$ cat config.mk
export PLATFORM = sky130hd
export DESIGN_NAME = mcr_rom_loader_flat
export DESIGN_NICKNAME = d
export VERILOG_FILES = /design/src/rtl/mcr_rom_loader_pkg.sv /design/src/rtl/mcr_rom_loader_if.sv /design/src/rtl/mcr_rom_loader_fifo.sv /design/src/rtl/mcr_rom_loader.sv /design/src/flat_wrapper.sv
export SDC_FILE = /design/constraint.sdc
export NUM_CORES = 1
export LEC_CHECK = 0
export BUFFER_PORTS_ARGS = -buffer_cell sky130_fd_sc_hd__buf_2
export CAP_MARGIN = 5
export CORE_MARGIN = 5
export CORE_UTILIZATION = 30
export CTS_CLUSTER_DIAMETER = 30
export CTS_CLUSTER_SIZE = 30
export DETAILED_ROUTE_END_ITERATION = 10
export GPL_ROUTABILITY_DRIVEN = 1
export PLACE_DENSITY_LB_ADDON = 0.25
export SYNTH_ARGS = -nofsm -noshare
export SYNTH_HDL_FRONTEND = slang
export SYNTH_SLANG_ARGS = --single-unit
$ cat constraint.sdc
create_clock -name clk_sys -period 6.1 [get_ports clk_sys]
set_input_delay 1.22 -clock clk_sys [delete_from_list [all_inputs] [get_ports clk_sys]]
set_output_delay 1.22 -clock clk_sys [all_outputs]
set_load 0.03 [all_outputs]
$ cat src/rtl/mcr_rom_loader_pkg.sv
// Shared types for the MCR2 ROM loader: engine states, buffered byte entries
// and the sprite-port address remap.
package mcr_loader_pkg;

    typedef enum logic [1:0] {
        IDLE,
        ISSUE,
        WAIT
    } state_t;

    typedef struct packed {
        logic [24:0] addr;
        logic [7:0]  data;
    } fifo_entry_t;

    typedef struct packed {
        logic [22:0] a;
        logic [1:0]  ds;
    } port_cmd_t;

    // The sprite ROM sits behind a 32-bit port; bit 15 of the offset picks the
    // 16-bit half and bit 14 the byte lane.
    function automatic port_cmd_t sprite_remap(input logic [23:0] s);
        port_cmd_t c;
        c.a  = {s[23:16], s[13:0], s[15]};
        c.ds = {s[14], ~s[14]};
        return c;
    endfunction

endpackage

$ cat src/rtl/mcr_rom_loader_if.sv
// The two SDRAM write ports driven by the loader, each with a toggle req/ack.
interface mcr_rom_loader_if;
    logic        port1_req;
    logic        port1_ack;
    logic [22:0] port1_a;
    logic [1:0]  port1_ds;
    logic [15:0] port1_d;
    logic        port1_we;

    logic        port2_req;
    logic        port2_ack;
    logic [22:0] port2_a;
    logic [1:0]  port2_ds;
    logic [15:0] port2_d;
    logic        port2_we;

    modport master (
        output port1_req, port1_a, port1_ds, port1_d, port1_we,
        output port2_req, port2_a, port2_ds, port2_d, port2_we,
        input  port1_ack, port2_ack
    );

    modport slave (
        input  port1_req, port1_a, port1_ds, port1_d, port1_we,
        input  port2_req, port2_a, port2_ds, port2_d, port2_we,
        output port1_ack, port2_ack
    );
endinterface

$ cat src/rtl/mcr_rom_loader_fifo.sv
// Small synchronous FIFO of download bytes; head is read combinationally.
module mcr_loader_fifo
    import mcr_loader_pkg::*;
#(
    parameter int DEPTH = 4
) (
    input  logic        clk_i,
    input  logic        rst_ni,
    input  logic        push_i,
    input  logic        pop_i,
    input  fifo_entry_t wdata_i,
    output fifo_entry_t rdata_o,
    output logic        full_o,
    output logic        empty_o
);

    localparam int AW = $clog2(DEPTH);

    logic [AW-1:0] wr_ptr_q, rd_ptr_q;
    logic [AW:0]   count_q;
    fifo_entry_t   mem_q [DEPTH];

    always_ff @(posedge clk_i) begin
        if (push_i) begin
            mem_q[wr_ptr_q] <= wdata_i;
        end
    end

    always_ff @(posedge clk_i) begin
        if (!rst_ni) begin
            wr_ptr_q <= '0;
            rd_ptr_q <= '0;
            count_q  <= '0;
        end else begin
            if (push_i) begin
                wr_ptr_q <= wr_ptr_q + AW'(1);
            end
            if (pop_i) begin
                rd_ptr_q <= rd_ptr_q + AW'(1);
            end
            case ({push_i, pop_i})
                2'b10:   count_q <= count_q + (AW+1)'(1);
                2'b01:   count_q <= count_q - (AW+1)'(1);
                default: count_q <= count_q;
            endcase
        end
    end

    assign rdata_o = mem_q[rd_ptr_q];
    assign full_o  = (count_q == (AW+1)'(DEPTH));
    assign empty_o = (count_q == '0);

endmodule

$ cat src/rtl/mcr_rom_loader.sv
// Sequences data_io ROM download bytes into the SDRAM write ports and generates
// the ROM-loaded flag plus the core reset sequence for the MCR2 cores.
module mcr_rom_loader
    import mcr_loader_pkg::*;
#(
    parameter logic [24:0] SP_BASE      = 25'h12000,
    parameter int          FIFO_DEPTH   = 4,
    parameter logic [15:0] RESET_CYCLES = 16'hFFFF
) (
    input  logic        clk_sys,
    input  logic        reset_n,
    input  logic        ioctl_downl,
    input  logic [7:0]  ioctl_index,
    input  logic        ioctl_wr,
    input  logic [24:0] ioctl_addr,
    input  logic [7:0]  ioctl_dout,
    input  logic        user_reset,
    mcr_rom_loader_if.master sdram,
    output logic        busy,
    output logic        rom_loaded,
    output logic        core_reset,
    output logic        overflow
);

    state_t      state_q, state_d;
    logic        wr_prev_q, downl_prev_q;
    logic        push_req, push, pop;
    logic        fifo_full, fifo_empty;
    fifo_entry_t push_entry, head;
    logic        acks_match;
    logic        sp_hit;
    logic [23:0] sp_off;
    port_cmd_t   sp_cmd;

    logic        p2_hit_q;
    logic        port1_req_q, port2_req_q;
    logic [22:0] port1_a_q, port2_a_q;
    logic [1:0]  port1_ds_q, port2_ds_q;
    logic [15:0] port1_d_q, port2_d_q;

    logic        done_pend_q, rom_loaded_q, overflow_q, core_reset_q;
    logic [15:0] count_q;

    assign push_req   = ioctl_wr & ~wr_prev_q & ioctl_downl & (ioctl_index == 8'd0);
    assign push       = push_req & (~fifo_full | pop);
    assign push_entry = '{addr: ioctl_addr, data: ioctl_dout};

    mcr_loader_fifo #(
        .DEPTH (FIFO_DEPTH)
    ) u_fifo (
        .clk_i   (clk_sys),
        .rst_ni  (reset_n),
        .push_i  (push),
        .pop_i   (pop),
        .wdata_i (push_entry),
        .rdata_o (head),
        .full_o  (fifo_full),
        .empty_o (fifo_empty)
    );

    assign sp_hit     = (head.addr >= SP_BASE);
    assign sp_off     = 24'(head.addr - SP_BASE);
    assign sp_cmd     = sprite_remap(sp_off);
    assign acks_match = (sdram.port1_ack == port1_req_q) &&
                        (!p2_hit_q || (sdram.port2_ack == port2_req_q));

    always_ff @(posedge clk_sys) begin
        if (!reset_n) begin
            state_q <= IDLE;
        end else begin
            state_q <= state_d;
        end
    end

    always_comb begin
        state_d = state_q;
        pop     = 1'b0;
        case (state_q)
            IDLE: begin
                if (!fifo_empty) begin
                    pop     = 1'b1;
                    state_d = ISSUE;
                end
            end
            ISSUE:   state_d = WAIT;
            WAIT: begin
                if (acks_match) begin
                    state_d = IDLE;
                end
            end
            default: state_d = IDLE;
        endcase
    end

    // Command registers load on pop so they are stable through ISSUE and WAIT.
    always_ff @(posedge clk_sys) begin
        if (!reset_n) begin
            p2_hit_q    <= 1'b0;
            port1_req_q <= 1'b0;
            port2_req_q <= 1'b0;
            port1_a_q   <= '0;
            port1_ds_q  <= '0;
            port1_d_q   <= '0;
            port2_a_q   <= '0;
            port2_ds_q  <= '0;
            port2_d_q   <= '0;
        end else begin
            if (pop) begin
                p2_hit_q   <= sp_hit;
                port1_a_q  <= head.addr[23:1];
                port1_ds_q <= {head.addr[0], ~head.addr[0]};
                port1_d_q  <= {head.data, head.data};
                if (sp_hit) begin
                    port2_a_q  <= sp_cmd.a;
                    port2_ds_q <= sp_cmd.ds;
                    port2_d_q  <= {head.data, head.data};
                end
            end
            if (state_q == ISSUE) begin
                port1_req_q <= ~port1_req_q;
                if (p2_hit_q) begin
                    port2_req_q <= ~port2_req_q;
                end
            end
        end
    end

    assign busy = ioctl_downl | ~fifo_empty | (state_q != IDLE);

    always_ff @(posedge clk_sys) begin
        if (!reset_n) begin
            wr_prev_q    <= 1'b0;
            downl_prev_q <= 1'b0;
            done_pend_q  <= 1'b0;
            rom_loaded_q <= 1'b0;
            overflow_q   <= 1'b0;
            count_q      <= RESET_CYCLES;
            core_reset_q <= 1'b1;
        end else begin
            wr_prev_q    <= ioctl_wr;
            downl_prev_q <= ioctl_downl;
            if (push_req && fifo_full && !pop) begin
                overflow_q <= 1'b1;
            end
            if (downl_prev_q && !ioctl_downl) begin
                done_pend_q <= 1'b1;
            end else if (done_pend_q && !busy) begin
                done_pend_q  <= 1'b0;
                rom_loaded_q <= 1'b1;
            end
            // Counting down to 1 after the first reset release fires the second pulse.
            if (user_reset || !rom_loaded_q) begin
                count_q <= RESET_CYCLES;
            end else if (count_q != 16'd0) begin
                count_q <= count_q - 16'd1;
            end
            core_reset_q <= user_reset | ~rom_loaded_q | (count_q == 16'd1);
        end
    end

    assign rom_loaded = rom_loaded_q;
    assign overflow   = overflow_q;
    assign core_reset = core_reset_q;

    assign sdram.port1_req = port1_req_q;
    assign sdram.port1_a   = port1_a_q;
    assign sdram.port1_ds  = port1_ds_q;
    assign sdram.port1_d   = port1_d_q;
    assign sdram.port1_we  = ioctl_downl | busy;
    assign sdram.port2_req = port2_req_q;
    assign sdram.port2_a   = port2_a_q;
    assign sdram.port2_ds  = port2_ds_q;
    assign sdram.port2_d   = port2_d_q;
    assign sdram.port2_we  = ioctl_downl | busy;

endmodule

$ cat src/flat_wrapper.sv
// flat-port wrapper written by rule: the top's interface ports become plain ports
module mcr_rom_loader_flat import mcr_loader_pkg::*;
#(
    parameter logic [24:0] SP_BASE      = 25'h12000,
    parameter int          FIFO_DEPTH   = 4,
    parameter logic [15:0] RESET_CYCLES = 16'hFFFF
)
  (clk_sys, reset_n, ioctl_downl, ioctl_index, ioctl_wr, ioctl_addr, ioctl_dout, user_reset, busy, rom_loaded, core_reset, overflow, sdram_port1_req, sdram_port1_a, sdram_port1_ds, sdram_port1_d, sdram_port1_we, sdram_port2_req, sdram_port2_a, sdram_port2_ds, sdram_port2_d, sdram_port2_we, sdram_port1_ack, sdram_port2_ack);
  mcr_rom_loader_if sdram_i ();
  input  logic clk_sys;
  input  logic reset_n;
  input  logic ioctl_downl;
  input  logic [7:0] ioctl_index;
  input  logic ioctl_wr;
  input  logic [24:0] ioctl_addr;
  input  logic [7:0] ioctl_dout;
  input  logic user_reset;
  output logic busy;
  output logic rom_loaded;
  output logic core_reset;
  output logic overflow;
  output wire logic [$bits(sdram_i.port1_req)-1:0] sdram_port1_req;
  output wire logic [$bits(sdram_i.port1_a)-1:0] sdram_port1_a;
  output wire logic [$bits(sdram_i.port1_ds)-1:0] sdram_port1_ds;
  output wire logic [$bits(sdram_i.port1_d)-1:0] sdram_port1_d;
  output wire logic [$bits(sdram_i.port1_we)-1:0] sdram_port1_we;
  output wire logic [$bits(sdram_i.port2_req)-1:0] sdram_port2_req;
  output wire logic [$bits(sdram_i.port2_a)-1:0] sdram_port2_a;
  output wire logic [$bits(sdram_i.port2_ds)-1:0] sdram_port2_ds;
  output wire logic [$bits(sdram_i.port2_d)-1:0] sdram_port2_d;
  output wire logic [$bits(sdram_i.port2_we)-1:0] sdram_port2_we;
  input wire logic [$bits(sdram_i.port1_ack)-1:0] sdram_port1_ack;
  input wire logic [$bits(sdram_i.port2_ack)-1:0] sdram_port2_ack;
  assign sdram_port1_req = sdram_i.port1_req;
  assign sdram_port1_a = sdram_i.port1_a;
  assign sdram_port1_ds = sdram_i.port1_ds;
  assign sdram_port1_d = sdram_i.port1_d;
  assign sdram_port1_we = sdram_i.port1_we;
  assign sdram_port2_req = sdram_i.port2_req;
  assign sdram_port2_a = sdram_i.port2_a;
  assign sdram_port2_ds = sdram_i.port2_ds;
  assign sdram_port2_d = sdram_i.port2_d;
  assign sdram_port2_we = sdram_i.port2_we;
  assign sdram_i.port1_ack = sdram_port1_ack;
  assign sdram_i.port2_ack = sdram_port2_ack;
  mcr_rom_loader #(.SP_BASE(SP_BASE), .FIFO_DEPTH(FIFO_DEPTH), .RESET_CYCLES(RESET_CYCLES)) u_core (.clk_sys(clk_sys), .reset_n(reset_n), .ioctl_downl(ioctl_downl), .ioctl_index(ioctl_index), .ioctl_wr(ioctl_wr), .ioctl_addr(ioctl_addr), .ioctl_dout(ioctl_dout), .user_reset(user_reset), .sdram(sdram_i), .busy(busy), .rom_loaded(rom_loaded), .core_reset(core_reset), .overflow(overflow));
endmodule
==> results.cfg <==
[run_status]
outcome = complete, no violations

[sta]
max_freq_ghz = 0.241
skew_ps = 21.7
setup_viol = 0
timing.hold.ws_ps = 461
period_needed_ps = 4150
rsz0062_at_grt = no
tightest_slew_ps = 1040
final.period_utilization_pct = 68.0
drv_slew = 0
layout_setup_ws_ps = 1950
tns_ps = 0
slew_headroom_pct = 30.7
hold_viol_final = 0

[critical_path]
critPathCaptureType = flip-flop
cp.arrival_ps = 4550
crit_family = compound AO/OA/AOI/OAI gates
critPathLaunchType = flip-flop
worstPathCellList = buf_4, mux4_2, inv_1, ha_1, inv_1, o21ai_0, and4_1, o32ai_4, buf_4, o221a_1
cp_num_buf_inv = 4
slowest_stage = dfxtp_2
crit_fanout = 29
crit_type = reg -> reg
slowest_delay_ps = 910
worstPathRequired_ps = 6510

[logic_synthesis]
ys_seq_area_share_pct = 65.4
yosysUniqueCellTypes = 49
async_reset_ff_share_pct = 0
synth_top_cell_area_share_pct = 43.1
synth_top_area_cell = edfxtp_1
syn_nets = 708
synth-edff-count = 132
yosysWarnings = 0
synthTopCellsByArea = edfxtp_1 43%, dfxtp_1 22%, mux4_2 8.1%
ys_seq_elements = 234
syn_area_per_cell_um2 = 14.1
synthCells = 652
synth_area_um2 = 9190
synthFlopType = edfxtp_1

[global_routing]
grt_usage_pct = 12.7
antenna_found_initial = 2
grt_pass1_wl_mm = 33.5
grt_max_degree = 86
grt_overflow = 0
grt_pass1_vias = 5741

[clocking]
post_cts_buffers = 0
tritoncts = yes
clock_latency_ps = 540
cts.clk_slew.worst_paths_ps = 50
root_buffer = clkbuf_16
cts_buffers = 52
ctsResizeCount = 0
cts-htree-levels = 2
cts.sinks = 234
cts-hold-fix-buffers = 0
cts.path.max_buffers = 3

[place]
gp_congestion = 0.717
dp.cells = 1139
dp_hpwl_mm = 13.9
dp_slack_ps = 1870
port_buffers = 137

[drt]
wire_per_inst_um = 17.7
drt_iter0_markers = 234
drc_errors = 0
dr.pass1.iters = 4
routed-via-count = 5512
totalWireLength_mm = 21.9
route.antenna.remaining_nets = 0
via_per_inst = 4.46

[floorplanning]
die_w_um = 185
placementRows = 64
die_h_um = 185
start_util_pct = 30.2
ios = 138
die-area_um2 = 34200
core_region_area_um2 = 30400

[flow_run]
cap_viol_max_count = 0

[pwr]
p_leak_nw = 4.57
finalPower_mw = 6.79
power_density_nw_per_um2 = 563
peakVddDrop_mv = 0.300

[finish]
drive_gt1_share_pct = 33.0
n_antenna_cell = 0
finalNetCount = 853
syn_to_final_growth_pct = 31.2
fillCellCount = 2901
final_cells = 1235

[min_path]
min_path_type = reg -> reg
## cells by family after synthesis
| group | share of synthesized area (%) |
|---|---|
| compound gates | 5.46 |
| xor+xnor | 2.67 |
| fa+ha+maj | 1.17 |
| buf+inv | 3.76 |
| flops | 65.4 |
| mux | 11.0 |
| simple gates | 10.5 |
## per-layer routing
layer  GRT usage, %  vias to the layer above  part of all wire, %
li1               -                     2657                    -
met1           17.3                     2636                   45
met2           19.6                      173                   45
met3           3.75                       42                  7.0
met4           4.11                        4                  2.3
met5              0                        -                 0.10
## stage by stage
stage	area (um2)	utilization (%)
after CTS	12100	39.6
after detailed placement	10100	33.2
after floorplan	9190	-
after global routing	12100	39.6
final	12100	39.6
after global placement	10100	33.2
## worst register-to-register path: stages (launching register included)
cell and delay, ps:
dfxtp_2 910, buf_4 380, mux4_2 600, inv_1 90, ha_1 180, inv_1 40, o21ai_0 530, and4_1 350
o32ai_4 240, buf_4 400, o221a_1 290
## state kept, by name (all words and copies together) (netlist names), named ones only
name                    cells
u_core.u_fifo.mem_q       132
u_core.sdram.port1_a       23
u_core.sdram.port2_a       23
u_core.count_q             16
u_core.sdram.port1_d        8
u_core.sdram.port2_d        8
u_core.u_fifo.count_q       3
u_core.sdram.port1_ds       2
u_core.sdram.port2_ds       2
u_core.state_q              2
u_core.u_fifo.rd_ptr_q      2
u_core.u_fifo.wr_ptr_q      2
u_core.core_reset           1
u_core.done_pend_q          1
u_core.downl_prev_q         1
u_core.overflow             1
u_core.p2_hit_q             1
u_core.rom_loaded           1
u_core.sdram.port1_req      1
u_core.sdram.port2_req      1
u_core.wr_prev_q            1
## cells in the mapped netlist, types with 12 or more instances
library cell / instances
nand2_1: 96
buf_4: 18
mux2i_1: 26
a21boi_0: 34
clkbuf_1: 17
and2_1: 16
mux4_2: 33
inv_1: 12
nor2b_1: 27
dfxtp_1: 102
edfxtp_1: 132
xnor2_1: 17
## layout by cell type (no fill, tap or decap), types with 8 or more instances in the layout
master     synthesis  layout
a21boi_0          34      34
and2_1            16      11
buf_2              3     137
bufinv_16          0      11
clkbuf_16          0      55
clkinv_2           0       8
dfxtp_1          102     100
edfxtp_1         132     132
inv_1             12      12
mux2i_1           26      26
mux4_2            33      33
nand2_1           96      95
nor2_1            10      10
nor2b_1           27      27
nor3_1            11      11
xnor2_1           17      17
xor2_1            11      11
## report_power, final
part           leakage, nW  total (mW)  internal (mW)  switching [mW]
Combinational         1.61        1.68          0.564            1.11
Clock                0.944        3.05           2.16           0.890
Sequential            2.02        2.06           1.87           0.185
Total                 4.57        6.79           4.60            2.19
## cell type report
| cell class | instances | area (um2) | share of cell area [%] |
|---|---|---|---|
| Sequential cell | 234 | 6010 | 49.8 |
| Inverter | 12 | 45.0 | 0.374 |
| Clock inverter | 33 | 497 | 4.12 |
| Multi-Input combinational cell | 357 | 2850 | 23.6 |
| Timing Repair Buffer | 140 | 708 | 5.87 |
| Clock buffer | 63 | 1460 | 12.1 |
| Tap cell | 396 | 495 | 4.11 |
## worst paths after layout
path                             from                  endpoint  slack (ps)  cells after the start
max                         flip-flop  u_core.sdram.port2_a[22]        1950                     10
min          u_core.sdram.port1_a[21]  u_core.sdram.port1_a[21]         460                      2
max reg2reg                 flip-flop  u_core.sdram.port2_a[22]        1950                     10
min reg2reg  u_core.sdram.port1_a[21]  u_core.sdram.port1_a[21]         460                      2
No activity file was read; power rests on OpenSTA's default activity.
